## src/rtl/controlador_turnos.sv

```systemverilog
// controlador_turnos: tic-tac-toe game sequencer.
// Validates move requests against the board and drives the placement
// handshake (pos/jugador/colocar, acked by colocado). After each placement
// it reads the registered win flag, then declares a win or a draw, or passes
// the turn to the other player.
// Optional feature: define TURN_TIMEOUT_EN to forfeit a turn after the player
// has idled TURN_TIMEOUT cycles in ESPERA. Without it, timeout is tied to 0.
module controlador_turnos #(
    parameter int TURN_TIMEOUT = 15
) (
    input  logic            clk,
    input  logic            rst,
    input  logic            mov_valido,
    input  logic [3:0]      mov_pos,
    input  logic [8:0][1:0] matriz,
    input  logic            colocado,
    input  logic            win,
    input  logic            nuevo_juego,
    output logic [3:0]      pos,
    output logic            jugador,
    output logic            colocar,
    output logic            rechazo,
    output logic            timeout,
    output logic            limpiar,
    output logic            fin,
    output logic            empate,
    output logic            ganador
);

    typedef enum logic [2:0] {
        ESPERA,
        COLOCA,
        VERIFICA,
        FIN,
        LIMPIA
    } estado_t;

    estado_t    estado, estado_n;
    logic [3:0] cuenta, cuenta_n;   // placed moves, 0..9
    logic       fase, fase_n;       // 0 = first VERIFICA cycle, 1 = second
    logic [3:0] pos_n;
    logic       jugador_n, colocar_n, rechazo_n, limpiar_n;
    logic       fin_n, empate_n, ganador_n;
    logic       ocupada;            // requested cell is off-board or taken

`ifdef TURN_TIMEOUT_EN
    localparam int TW = (TURN_TIMEOUT < 2) ? 1 : $clog2(TURN_TIMEOUT);
    logic [TW-1:0] timer, timer_n;
    logic          timeout_n;
`else
    assign timeout = 1'b0;
`endif

    // Cell lookup; indices above 8 are treated as occupied so they get rejected.
    always_comb begin
        ocupada = 1'b1;
        for (int i = 0; i < 9; i++) begin
            if (mov_pos == 4'(i))
                ocupada = |matriz[i];
        end
    end

    // State register plus every registered output, all cleared by reset.
    always_ff @(posedge clk or posedge rst) begin
        if (rst) begin
            estado  <= ESPERA;
            cuenta  <= 4'd0;
            fase    <= 1'b0;
            pos     <= 4'd0;
            jugador <= 1'b0;
            colocar <= 1'b0;
            rechazo <= 1'b0;
            limpiar <= 1'b0;
            fin     <= 1'b0;
            empate  <= 1'b0;
            ganador <= 1'b0;
`ifdef TURN_TIMEOUT_EN
            timer   <= '0;
            timeout <= 1'b0;
`endif
        end else begin
            estado  <= estado_n;
            cuenta  <= cuenta_n;
            fase    <= fase_n;
            pos     <= pos_n;
            jugador <= jugador_n;
            colocar <= colocar_n;
            rechazo <= rechazo_n;
            limpiar <= limpiar_n;
            fin     <= fin_n;
            empate  <= empate_n;
            ganador <= ganador_n;
`ifdef TURN_TIMEOUT_EN
            timer   <= timer_n;
            timeout <= timeout_n;
`endif
        end
    end

    // Next-state and next-output logic; pulses default low, held outputs keep value.
    always_comb begin
        estado_n  = estado;
        cuenta_n  = cuenta;
        fase_n    = 1'b0;
        pos_n     = pos;
        jugador_n = jugador;
        colocar_n = colocar;
        rechazo_n = 1'b0;
        limpiar_n = 1'b0;
        fin_n     = fin;
        empate_n  = empate;
        ganador_n = ganador;
`ifdef TURN_TIMEOUT_EN
        timer_n   = timer;
        timeout_n = 1'b0;
`endif
        case (estado)
            ESPERA: begin
`ifdef TURN_TIMEOUT_EN
                timer_n = timer + 1'b1;
`endif
                if (mov_valido && !ocupada) begin
                    // An accepted move beats a timer expiring in the same cycle.
                    pos_n     = mov_pos;
                    colocar_n = 1'b1;
                    estado_n  = COLOCA;
`ifdef TURN_TIMEOUT_EN
                    timer_n   = '0;
`endif
                end else begin
                    if (mov_valido)
                        rechazo_n = 1'b1;
`ifdef TURN_TIMEOUT_EN
                    // Rejected moves do not restart the timer.
                    if (timer == TW'(TURN_TIMEOUT - 1)) begin
                        timeout_n = 1'b1;
                        jugador_n = ~jugador;
                        timer_n   = '0;
                    end
`endif
                end
            end
            COLOCA: begin
                if (colocado) begin
                    colocar_n = 1'b0;
                    cuenta_n  = cuenta + 4'd1;
                    estado_n  = VERIFICA;
                end
            end
            VERIFICA: begin
                // The first cycle lets the registered win flag catch up with the board.
                if (!fase) begin
                    fase_n = 1'b1;
                end else if (win) begin
                    fin_n     = 1'b1;
                    ganador_n = jugador;
                    estado_n  = FIN;
                end else if (cuenta == 4'd9) begin
                    fin_n    = 1'b1;
                    empate_n = 1'b1;
                    estado_n = FIN;
                end else begin
                    jugador_n = ~jugador;
                    estado_n  = ESPERA;
`ifdef TURN_TIMEOUT_EN
                    timer_n   = '0;
`endif
                end
            end
            FIN: begin
                if (nuevo_juego) begin
                    limpiar_n = 1'b1;
                    estado_n  = LIMPIA;
                end
            end
            LIMPIA: begin
                fin_n     = 1'b0;
                empate_n  = 1'b0;
                ganador_n = 1'b0;
                jugador_n = 1'b0;
                pos_n     = 4'd0;
                cuenta_n  = 4'd0;
                estado_n  = ESPERA;
`ifdef TURN_TIMEOUT_EN
                timer_n   = '0;
`endif
            end
            default: estado_n = ESPERA;
        endcase
    end

endmodule
```

## config.mk

```make
export PLATFORM = sky130hd
export DESIGN_NAME = controlador_turnos
export DESIGN_NICKNAME = d
export VERILOG_FILES = /design/src/rtl/controlador_turnos.sv
export SDC_FILE = /design/constraint.sdc
export NUM_CORES = 1
export LEC_CHECK = 0
export ABC_CLOCK_PERIOD_IN_PS = 3900
export BUFFER_PORTS_ARGS = -buffer_cell sky130_fd_sc_hd__buf_2
export CAP_MARGIN = 30
export CORE_MARGIN = 3
export CORE_UTILIZATION = 50
export CTS_CLUSTER_DIAMETER = 60
export DETAILED_ROUTE_END_ITERATION = 12
export GPL_ROUTABILITY_DRIVEN = 0
export PLACE_DENSITY_LB_ADDON = 0.2
export SLEW_MARGIN = 20
export SYNTH_ARGS = -nofsm -noshare
export SYNTH_HDL_FRONTEND = slang
export SYNTH_SLANG_ARGS = --single-unit
```

## constraint.sdc

```tcl
create_clock -name clk -period 3.9 [get_ports clk]
set_input_delay 0.195 -clock clk [delete_from_list [all_inputs] [get_ports clk]]
set_output_delay 0.195 -clock clk [all_outputs]
set_load 0.005 [all_outputs]
```

==> results of run 1 <==
==> cell families after synthesis <==
logic type | after synthesis
AOI/OAI and AO/OA | 33
adders and majority gates | 2
other | 1
DFF | 19
xor gates and xnor gates | 1
muxes | 1
buffers and inverters | 16
and+or+nand+nor | 52
==> report_power, final <==
group          internal [uW]  switching (uW)
Sequential               279            92.6
Clock                   38.1            61.5
Combinational            155             160
==> worst reg2reg max path: stages, from the launching register on <==
cell and delay (ps):
sky130_fd_sc_hd__dfrtp_1 570, sky130_fd_sc_hd__nor4_1 510, sky130_fd_sc_hd__a31oi_1 250, sky130_fd_sc_hd__a32o_1 320
==> routing by layer <==
metal  vias to the layer above  GRT usage (%)  wire length [um]
li1                        518              -                 -
met5                         -              0                 0
met2                        36           26.2              1120
met1                       471           26.6              1050
met3                         0           2.85               151
met4                         0           2.55                 0
==> Yosys cell counts <==
cell	instances	area, um2
sky130_fd_sc_hd__xor2_1	1	8.76
sky130_fd_sc_hd__and3b_1	1	8.76
sky130_fd_sc_hd__a311oi_1	1	8.76
sky130_fd_sc_hd__and2_1	1	6.26
sky130_fd_sc_hd__clkbuf_1	4	15.0
sky130_fd_sc_hd__ha_1	2	25.0
sky130_fd_sc_hd__a21o_1	1	7.51
sky130_fd_sc_hd__a31o_2	1	8.76
sky130_fd_sc_hd__a211oi_1	2	15.0
sky130_fd_sc_hd__clkinv_1	1	3.75
sky130_fd_sc_hd__o22ai_1	4	25.0
sky130_fd_sc_hd__nor3_2	1	10.0
sky130_fd_sc_hd__a31oi_1	2	12.5
sky130_fd_sc_hd__nor3b_1	2	15.0
sky130_fd_sc_hd__o21ai_0	7	35.0
sky130_fd_sc_hd__buf_4	1	7.51
sky130_fd_sc_hd__a41oi_1	1	8.76
sky130_fd_sc_hd__a32o_1	4	40.0
sky130_fd_sc_hd__or2_2	1	6.26
sky130_fd_sc_hd__dfrtp_1	19	475
sky130_fd_sc_hd__conb_1	1	3.75
sky130_fd_sc_hd__nor3_1	7	35.0
sky130_fd_sc_hd__mux4_1	1	26.3
sky130_fd_sc_hd__nor2b_1	1	6.26
sky130_fd_sc_hd__nor4_1	1	6.26
sky130_fd_sc_hd__nor2_1	18	67.6
sky130_fd_sc_hd__nand3_1	4	20.0
sky130_fd_sc_hd__clkbuf_2	1	5.00
sky130_fd_sc_hd__a2111o_1	1	11.3
sky130_fd_sc_hd__or4b_1	1	10.0
sky130_fd_sc_hd__nand2_1	9	33.8
sky130_fd_sc_hd__nand2b_1	4	25.0
sky130_fd_sc_hd__nand4_1	1	6.26
sky130_fd_sc_hd__inv_1	9	33.8
sky130_fd_sc_hd__a21oi_1	9	45.0
==> sequential cells by signal, indices dropped and copies added (netlist names) <==
register  cells
cuenta        4
pos           4
estado        3
colocar       1
empate        1
fase          1
fin           1
ganador       1
jugador       1
limpiar       1
rechazo       1
==> layout by cell type, fill, tap and decap left out, drive strengths merged, types with 2 or more instances in the layout <==
cell type,synthesis,routed
a211oi,2,2
a21oi,9,9
a31oi,2,2
a32o,4,4
buf,1,38
clkbuf,5,3
clkinv,1,2
dfrtp,19,19
ha,2,2
inv,9,9
nand2,9,9
nand2b,4,4
nand3,4,4
nor2,18,18
nor3,8,8
nor3b,2,2
o21ai,7,7
o22ai,4,4
==> through the flow <==
step | cell area [um2] | worst slack, ps
floorplan | 1080 | 2310
global placement | 1270 | 2180
detailed placement | 1270 | 2150
CTS | 1300 | 2160
global route | 1300 | 1990
finish | 1300 | 2140
==> layout make-up <==
cell class / instances / area (um2) / area share [%]
clock buffer: 3 / 22.5 / 1.73
clock inverter: 1 / 5.00 / 0.384
inverter: 10 / 37.5 / 2.88
multi-input combinational: 90 / 538 / 41.3
sequential: 19 / 475 / 36.5
tap: 27 / 33.8 / 2.59
timing repair buffer: 38 / 190 / 14.6
==> worst max path at each step <==
stage          startpoint  endpoint  slack, ps  cells after the start
3_3_place_gp   mov_pos[1]    pos[0]       2180                      6
5_1_grt         estado[2]    pos[0]       1990                      3
2_1_floorplan   estado[0]    pos[0]       2310                      6
4_1_cts         estado[2]    pos[0]       2160                      3
3_5_place_dp   mov_pos[1]    pos[3]       2150                      6
6_report        estado[2]    pos[0]       2140                      3
==> results.md, run 1 <==
* Number of synthesized register bits at 19
* Proportion of synthesized chip area in sequential cells at 44.1%
* Die Y-Extent at between 50 and 60 um
* Worst path slowest cell: sky130_fd_sc_hd__dfrtp_1
* Clock buffers created by TritonCTS at 3
* Max stage delay on crit path at about 570 ps
* Dominant combinational cell family by area after synthesis: simple AND/OR/NAND/NOR gates
* Startpoint class of the critical path: register
* Number of filler instances in the final layout at 185
* H-tree level count at 1
* Time the worst path needs with I/O delays and setup at 1760 ps
* Fraction of the mapped netlist area in adder cells at 2.32%
* Worst hold path class: in2async
* TritonCTS clock tree: done
* Buffers from clock root to sink, at most at 2
* Detail-routed net length per standard cell at 12.3 um
* Die X-Extent at 52.4 um
* Final Hold Viols at 15
* Area share of xor/xnor cells in the synthesized design at 0.812%
* CP max FO at 17
* Max Cap Viol at 0
* Dpl cells at roughly 180
* Hold slack at -7.29 ps
* Share of cells above drive strength 1 at about 28%
* Number of gates resized after CTS at 0
* I/O pin cnt at 40
* Worst path arrival time at 1940 ps
* Number of vias in the routed layout at around 1000
* Layout Nets at approximately 190
* Post-DP HPWL at 1850 um
* Yosys synthesis warning count at 0
* 1st-iter DRT viols at 42
* Share of the clock period used by the worst path at 45.1%
* Unrepaired setup endpoints after global routing: no
* Fraction of the mapped netlist area in compound gates at 20.2%
* Reg2Reg Launch Point: estado[2]
* Detail Route Antenna Nets at 0
* Crit path capture type: register
* Full die area at 2750 um2
* CTS Root Cell: sky130_fd_sc_hd__clkbuf_4
* Via count of the first global-routing pass at 847
* Share of synthesized cell area in and, or, nand and nor gates at between 20% and 30%
* First-pass GRT wire length at roughly 3700 um
* Standard cell core area at 2000 um2
* Detailed-route wire length at 2320 um
* Clock transition at the register clock pins on the worst setup and hold paths after CTS at 110 ps
* Overall power consumption at 787 uW
* Setup slack of the worst register-to-register path at 2140 ps
* IO buf count at 38
* Post-synthesis cell area at 1080 um2
* Max frequency at 569 MHz
* Measured slew at the worst slew-check pin at between 700 and 800 ps
* Worst path buffer plus inverter count at 0
* Antenna Diode Count at 0
* Overall Global Routing Usage at 17.4%
* Number of remaining DRC errors at 0
* Share of the core filled with cells in the final layout at 65.1%
* Post-synth cell types at 35
* Multiplexer share of the synthesized area at 2.44%
* Length in cells of the worst reg-to-reg path at 3
* Violated checks: negative hold slack
* Maximum number of pins on one net before global-route repair at 20
* Max transition margin at 52.6%
* Overall overflow remaining after global route at 0
* Outcome: complete, but fails checks
* Class of the most critical setup path: reg2reg
* Setup violations, final at 0
* Area growth from synthesis to layout at 20.8%
* Clock sink count at 19
* Endpoint of the worst register-to-register path: pos[0]
* Aggregate negative setup slack at 0 ps
* Count of pins over their slew limit at 0
* Insertion delay to the later sink of the worst-skew pair at a little under 300 ps
* Total nets after synthesis at between 150 and 200
* Cell area power density at 604 nW/um2
* Syn Area/Cell at 8.63 um2
* First-pass iteration count of the detailed router at 4
* Non-filler instance count after layout at 188
* Via/cell ratio at 5.45
* Req. time, crit path at between 4000 and 5000 ps
* Clock tree skew after final layout at 5.82 ps
* Leak at between 0.0006 and 0.0007 uW
* Post-CTS Hold Buffers at 0
* Gate family responsible for the most delay along the worst path: compound AO/OA/AOI/OAI gates
* FP Rows at 16
* Initial antenna violation count at 0
* Post-CTS setup buffer count at 0
* Worst-path cell chain: nor4_1 -> a31oi_1 -> a32o_1
* Worst IR drop on VDD at roughly 0.36 mV
* Mapped Cells at 125
* Effective utilization at floorplan at between 50% and 60%
Power figures use the tool's default switching activity.
==> run 2: changes to the inputs <==
--- a/config.mk
+++ b/config.mk
@@ -5,11 +5,11 @@
 export SDC_FILE = /design/constraint.sdc
 export NUM_CORES = 1
 export LEC_CHECK = 0
-export ABC_CLOCK_PERIOD_IN_PS = 3900
+export ABC_CLOCK_PERIOD_IN_PS = 1450
 export BUFFER_PORTS_ARGS = -buffer_cell sky130_fd_sc_hd__buf_2
 export CAP_MARGIN = 30
 export CORE_MARGIN = 3
-export CORE_UTILIZATION = 50
+export CORE_UTILIZATION = 43
 export CTS_CLUSTER_DIAMETER = 60
 export DETAILED_ROUTE_END_ITERATION = 12
 export GPL_ROUTABILITY_DRIVEN = 0
==> constraint.sdc (replaced) <==
create_clock -name clk -period 1.45 [get_ports clk]
set_input_delay 0.0725 -clock clk [delete_from_list [all_inputs] [get_ports clk]]
set_output_delay 0.0725 -clock clk [all_outputs]
set_load 0.005 [all_outputs]
==> run 2 against run 1 <==
Effect of this change:
- the run now ends clean
- combinational power grew to 4.1 times the previous value
- die area grew 14%
- clock power grew to 2.8 times the previous value
- largest cell class unchanged
- largest power group is now combinational logic
==> results.md, run 2 (synthesis gave the netlist of run 1 again) <==
* Registers with the highest flip-flop counts: cuenta: 4 flops, pos: 4 flops, estado: 3 flops
* Setup violations, final at 0
* Post-place setup slack at -113 ps
* Setup slack of the worst register-to-register path at 3 ps
* Buffers from clock root to sink, at most at 2
* Die X-Extent at 56.1 um
* Max Cap Viol at 0
* H-tree level count at 1
* Detailed-route wire length at 2860 um
* Via count of the first global-routing pass at 1098
* Share of the clock period used by the worst path at 99.8%
* Min setup slack post-route at 3.12 ps
* Commonest cells after routing, fill and taps aside: sky130_fd_sc_hd__buf_2 (38), sky130_fd_sc_hd__buf_4 (21), sky130_fd_sc_hd__dfrtp_1 (17)
* Count of pins over their slew limit at 0
* Overall power consumption at 2540 uW
* Gate family responsible for the most delay along the worst path: flip-flops
* Worst path slowest cell: sky130_fd_sc_hd__dfrtp_2
* Die Y-Extent at about 56 um
* Class of the most critical setup path: reg2reg
* Number of filler instances in the final layout at 189
* TritonCTS clock tree: done
* Startpoint class of the critical path: register
* Initial antenna violation count at 0
* Outcome: complete, no violations
* Worst path buffer plus inverter count at 0
* Maximum number of pins on one net before global-route repair at 20
* Clock sink count at 19
* Overall overflow remaining after global route at 0
* Number of vias in the routed layout at 1128
* Standard cell core area at about 2300 um2
* Clock buffers created by TritonCTS at 3
* Req. time, crit path at 1660 ps
* Post-DP HPWL at 2100 um
* Full die area at 3140 um2
* Commonest non-fill, non-tap cell in the layout: sky130_fd_sc_hd__buf_2
* Cell area power density at 1640 nW/um2
* Max stage delay on crit path at 460 ps
* Non-filler instance count after layout at between 200 and 250
* CTS Root Cell: sky130_fd_sc_hd__clkbuf_4
* Detail Route Antenna Nets at 0
* Insertion delay to the later sink of the worst-skew pair at ~310 ps
* Effective utilization at floorplan at 46.9%
* Crit path capture type: register
* Leak at 0.000764 uW
* Worst-path cell chain: nor2_4 -> nand2_2 -> or2_4 -> a21o_4 -> a32o_1
* Number of remaining DRC errors at 0
* CP max FO at 5
* Unrepaired setup endpoints after global routing: yes
* First-pass GRT wire length at 4720 um
* First-pass iteration count of the detailed router at 4
* 1st-iter DRT viols at 21
* Dpl cells at 205
* Worst path arrival time at 1660 ps
* Via/cell ratio at 5.35
* Overall Global Routing Usage at 18.6%
* Final Hold Viols at 0
* Layout Nets at 214
* Detail-routed net length per standard cell at about 14 um
* Share of cells above drive strength 1 at 44.3%
* Clock tree skew after final layout at 13.9 ps
* Time the worst path needs with I/O delays and setup at around 1400 ps
* Worst IR drop on VDD at 1.26 mV
* Clock transition at the register clock pins on the worst setup and hold paths after CTS at 120 ps
* I/O pin cnt at 40
* Max frequency at 691 MHz
* Area growth from synthesis to layout at 43.4%
* FP Rows at 17
* Worst hold path class: in2reg
* Antenna Diode Count at 0
* IO buf count at 38
==> run 2: final cells by class <==
type / instances / area (um2) / area share (%)
clock buffer: 3 / 22.5 / 1.46
clock inverter: 1 / 5.00 / 0.324
inverter: 10 / 41.3 / 2.67
multi-input combinational: 90 / 607 / 39.2
sequential: 19 / 478 / 30.9
tap: 28 / 35.0 / 2.27
timing repair buffer: 60 / 358 / 23.1
==> run 2: timing repair <==
action | in CTS | in global routing
hold buffers | 1 | 0
hold endpoints to repair | 19 | 0
endpoints found under the setup margin | 6 | 12
pin swaps | 4 | 2
resized for setup | 5 | 11
buffers inserted | 1 | 0
==> run 2: final timing paths <==
check	from	end	cells after the start
max	estado[1]	pos[3]	5
min	nuevo_juego	estado[2]	3
max reg2reg	estado[1]	pos[3]	5
min reg2reg	fin	fin	2
max in group asynchronous	rst	colocar	4
min in group asynchronous	rst	fase	4
==> run 2: tightest hold or removal path, delay by kind of cell <==
family / cells / cell delay, ps
buf+inv: 1 / 100
simple gates: 2 / 150
==> run 2: power breakdown <==
group          total, uW  switching, uW  internal, uW
logic               1300            649           654
registers            957            200           757
clock network        276            172           103
total               2540           1020          1510
==> run 2: metrics by stage <==
| step | instance area, um2 | hold slack (ps) | TNS [ps] | utilization, % |
|---|---|---|---|---|
| global route | 1550 | 32.6 | -182 | 67.3 |
| CTS | 1500 | 30.8 | -17.0 | 65.5 |
| floorplan | 1100 | 23.6 | 0 | - |
| detailed placement | 1440 | 114 | -417 | 62.8 |
| finish | 1550 | 35.7 | 0 | 67.3 |
| global placement | 1440 | 102 | -268 | 62.8 |
==> run 2: metal layers <==
layer	up-vias	GRT usage (%)	share of wire [%]
met2	21	34.2	55
met3	4	5.10	4.0
met1	546	21.0	40
met4	0	4.75	0.94
met5	-	0	0
li1	557	-	-
==> run 3: changes to the inputs <==
--- a/config.mk
+++ b/config.mk
@@ -6,7 +6,7 @@
 export NUM_CORES = 1
 export LEC_CHECK = 0
 export ABC_CLOCK_PERIOD_IN_PS = 1450
-export BUFFER_PORTS_ARGS = -buffer_cell sky130_fd_sc_hd__buf_2
+export BUFFER_PORTS_ARGS = -buffer_cell sky130_fd_sc_hd__buf_4
 export CAP_MARGIN = 30
 export CORE_MARGIN = 3
 export CORE_UTILIZATION = 43
==> run 3 against run 2 <==
Effect of this change:
- die area unchanged
- cell area up 3.7%
- clock skew up 2.3 ps
- register-to-register slack about the same
- largest cell class unchanged
==> results.md, run 3 (synthesis gave the netlist of run 1 again) <==
* Outcome: complete, no violations
* Clock transition at the register clock pins on the worst setup and hold paths after CTS at between 100 and 150 ps
* Setup violations, final at 0
* Effective utilization at floorplan at 46.9%
* Count of pins over their slew limit at 0
* Dpl cells at between 200 and 250
* Overall Global Routing Usage at 17.5%
* CTS Root Cell: sky130_fd_sc_hd__clkbuf_4
* Commonest non-fill, non-tap cell in the layout: sky130_fd_sc_hd__buf_4
* I/O pin cnt at 40
* First-pass GRT wire length at 4460 um
* Max frequency at 698 MHz
* Die Y-Extent at 56.1 um
* IO buf count at 38
* Setup slack of the worst register-to-register path at 20 ps
* Initial antenna violation count at 0
* Detail Route Antenna Nets at 0
* Clock buffers created by TritonCTS at 3
* Max stage delay on crit path at 460 ps
* Cell area power density at 1560 nW/um2
* Worst hold path class: in2reg
* Post-Place Cell Area at 1540 um2
* Startpoint class of the critical path: register
* FP Rows at 17
* Class of the most critical setup path: reg2reg
* Req. time, crit path at 1660 ps
* Clock sink count at 19
* Max Cap Viol at 0
* Die X-Extent at 56.1 um
* Detail-routed net length per standard cell at around 13 um
* Buffers from clock root to sink, at most at 2
* Worst IR drop on VDD at ~1.4 mV
* Final Hold Viols at 0
* Number of remaining DRC errors at 0
* Full die area at 3140 um2
* Via/cell ratio at 5.27
* Worst path arrival time at 1640 ps
* H-tree level count at 1
* 1st-iter DRT viols at 29
* Area growth from synthesis to layout at 48.7%
* Number of vias in the routed layout at 1106
* Share of cells above drive strength 1 at between 30% and 40%
* Clock tree skew after final layout at 16.2 ps
* Insertion delay to the later sink of the worst-skew pair at between 300 and 400 ps
* TritonCTS clock tree: done
* First-pass iteration count of the detailed router at 4
* Commonest cells after routing, fill and taps aside: sky130_fd_sc_hd__buf_4 (58), sky130_fd_sc_hd__dfrtp_1 (17), sky130_fd_sc_hd__nor2_1 (16)
* Standard cell core area at 2300 um2
* Layout Nets at 213
* Worst path slowest cell: sky130_fd_sc_hd__dfrtp_2
* Post-route cell area at around 1600 um2
* Antenna Diode Count at 0
* Leak at 0.000780 uW
* Via count of the first global-routing pass at 1049
* Share of the core filled with cells in the final layout at between 60% and 70%
* Non-filler instance count after layout at between 200 and 250
* Detailed-route wire length at 2730 um
* Share of the clock period used by the worst path at 98.8%
* Worst-path cell chain: nor2_4 -> nand2_2 -> or2_4 -> a21o_4 -> a32o_1
* Aggregate negative setup slack at 0 ps
* Maximum number of pins on one net before global-route repair at 20
* Registers with the highest flip-flop counts: cuenta: 4 flops, pos: 4 flops, estado: 3 flops
* Unrepaired setup endpoints after global routing: yes
* Time the worst path needs with I/O delays and setup at 1430 ps
* Crit path capture type: register
* CP max FO at 5
* Overall overflow remaining after global route at 0
* Post-DP HPWL at about 2200 um
## run 3: where the power goes
part           internal [uW]  switching [uW]  total, uW
Clock                    103             175        278
Sequential               757             191        949
Combinational            684             590       1270
Total                   1540             956       2500
## run 3: what timing repair did
item | 4_1_cts | 5_1_grt
setup endpoints to repair | 6 | 9
setup buffers | 0 | 0
gates cloned | 0 | 0
hold buffers | 1 | 0
endpoints found under the hold margin | 19 | 0
gates resized for setup | 2 | 6
pin swaps | 5 | 0
## run 3: critical path: cells and delay by family (launching register included)
family,cells,cell delay (ps)
compound gates,2,460
flops,1,460
simple gates,3,430
## run 3: final cells by class
type / count / area (um2)
fill: 184 / 693
multi-input combinational: 90 / 581
sequential: 19 / 478
timing repair buffer: 59 / 445
inverter: 10 / 37.5
tap: 28 / 35.0
clock buffer: 3 / 22.5
clock inverter: 1 / 5.00
## run 3: per-stage QoR
stage               power (uW)  setup slack (ps)  hold slack (ps)
floorplan                 1640              27.3             23.6
global placement          2130             -69.7              110
detailed placement        2190              -116              115
CTS                       2480             -11.5             45.1
global route              2710             -45.8             40.8
finish                    2500              17.9             49.0
## run 3: per-layer routing
metal / track usage, % / vias to the layer above / wire length, um
met5: 0 / - / 0
met4: 6.10 / 0 / 29
met3: 2.78 / 4 / 110
met1: 21.6 / 515 / 1230
met2: 30.7 / 26 / 1360
li1: - / 561 / -
## run 3: worst paths after layout
| path | startpoint | end | depth (start not counted) |
|---|---|---|---|
| max in group asynchronous | rst | estado[0] | 4 |
| hold / removal | nuevo_juego | estado[1] | 3 |
| setup reg to reg | estado[0] | pos[3] | 5 |
| min in group asynchronous | rst | jugador | 4 |
| hold reg to reg | pos[2] | pos[2] | 1 |
| setup / recovery | estado[0] | pos[3] | 5 |
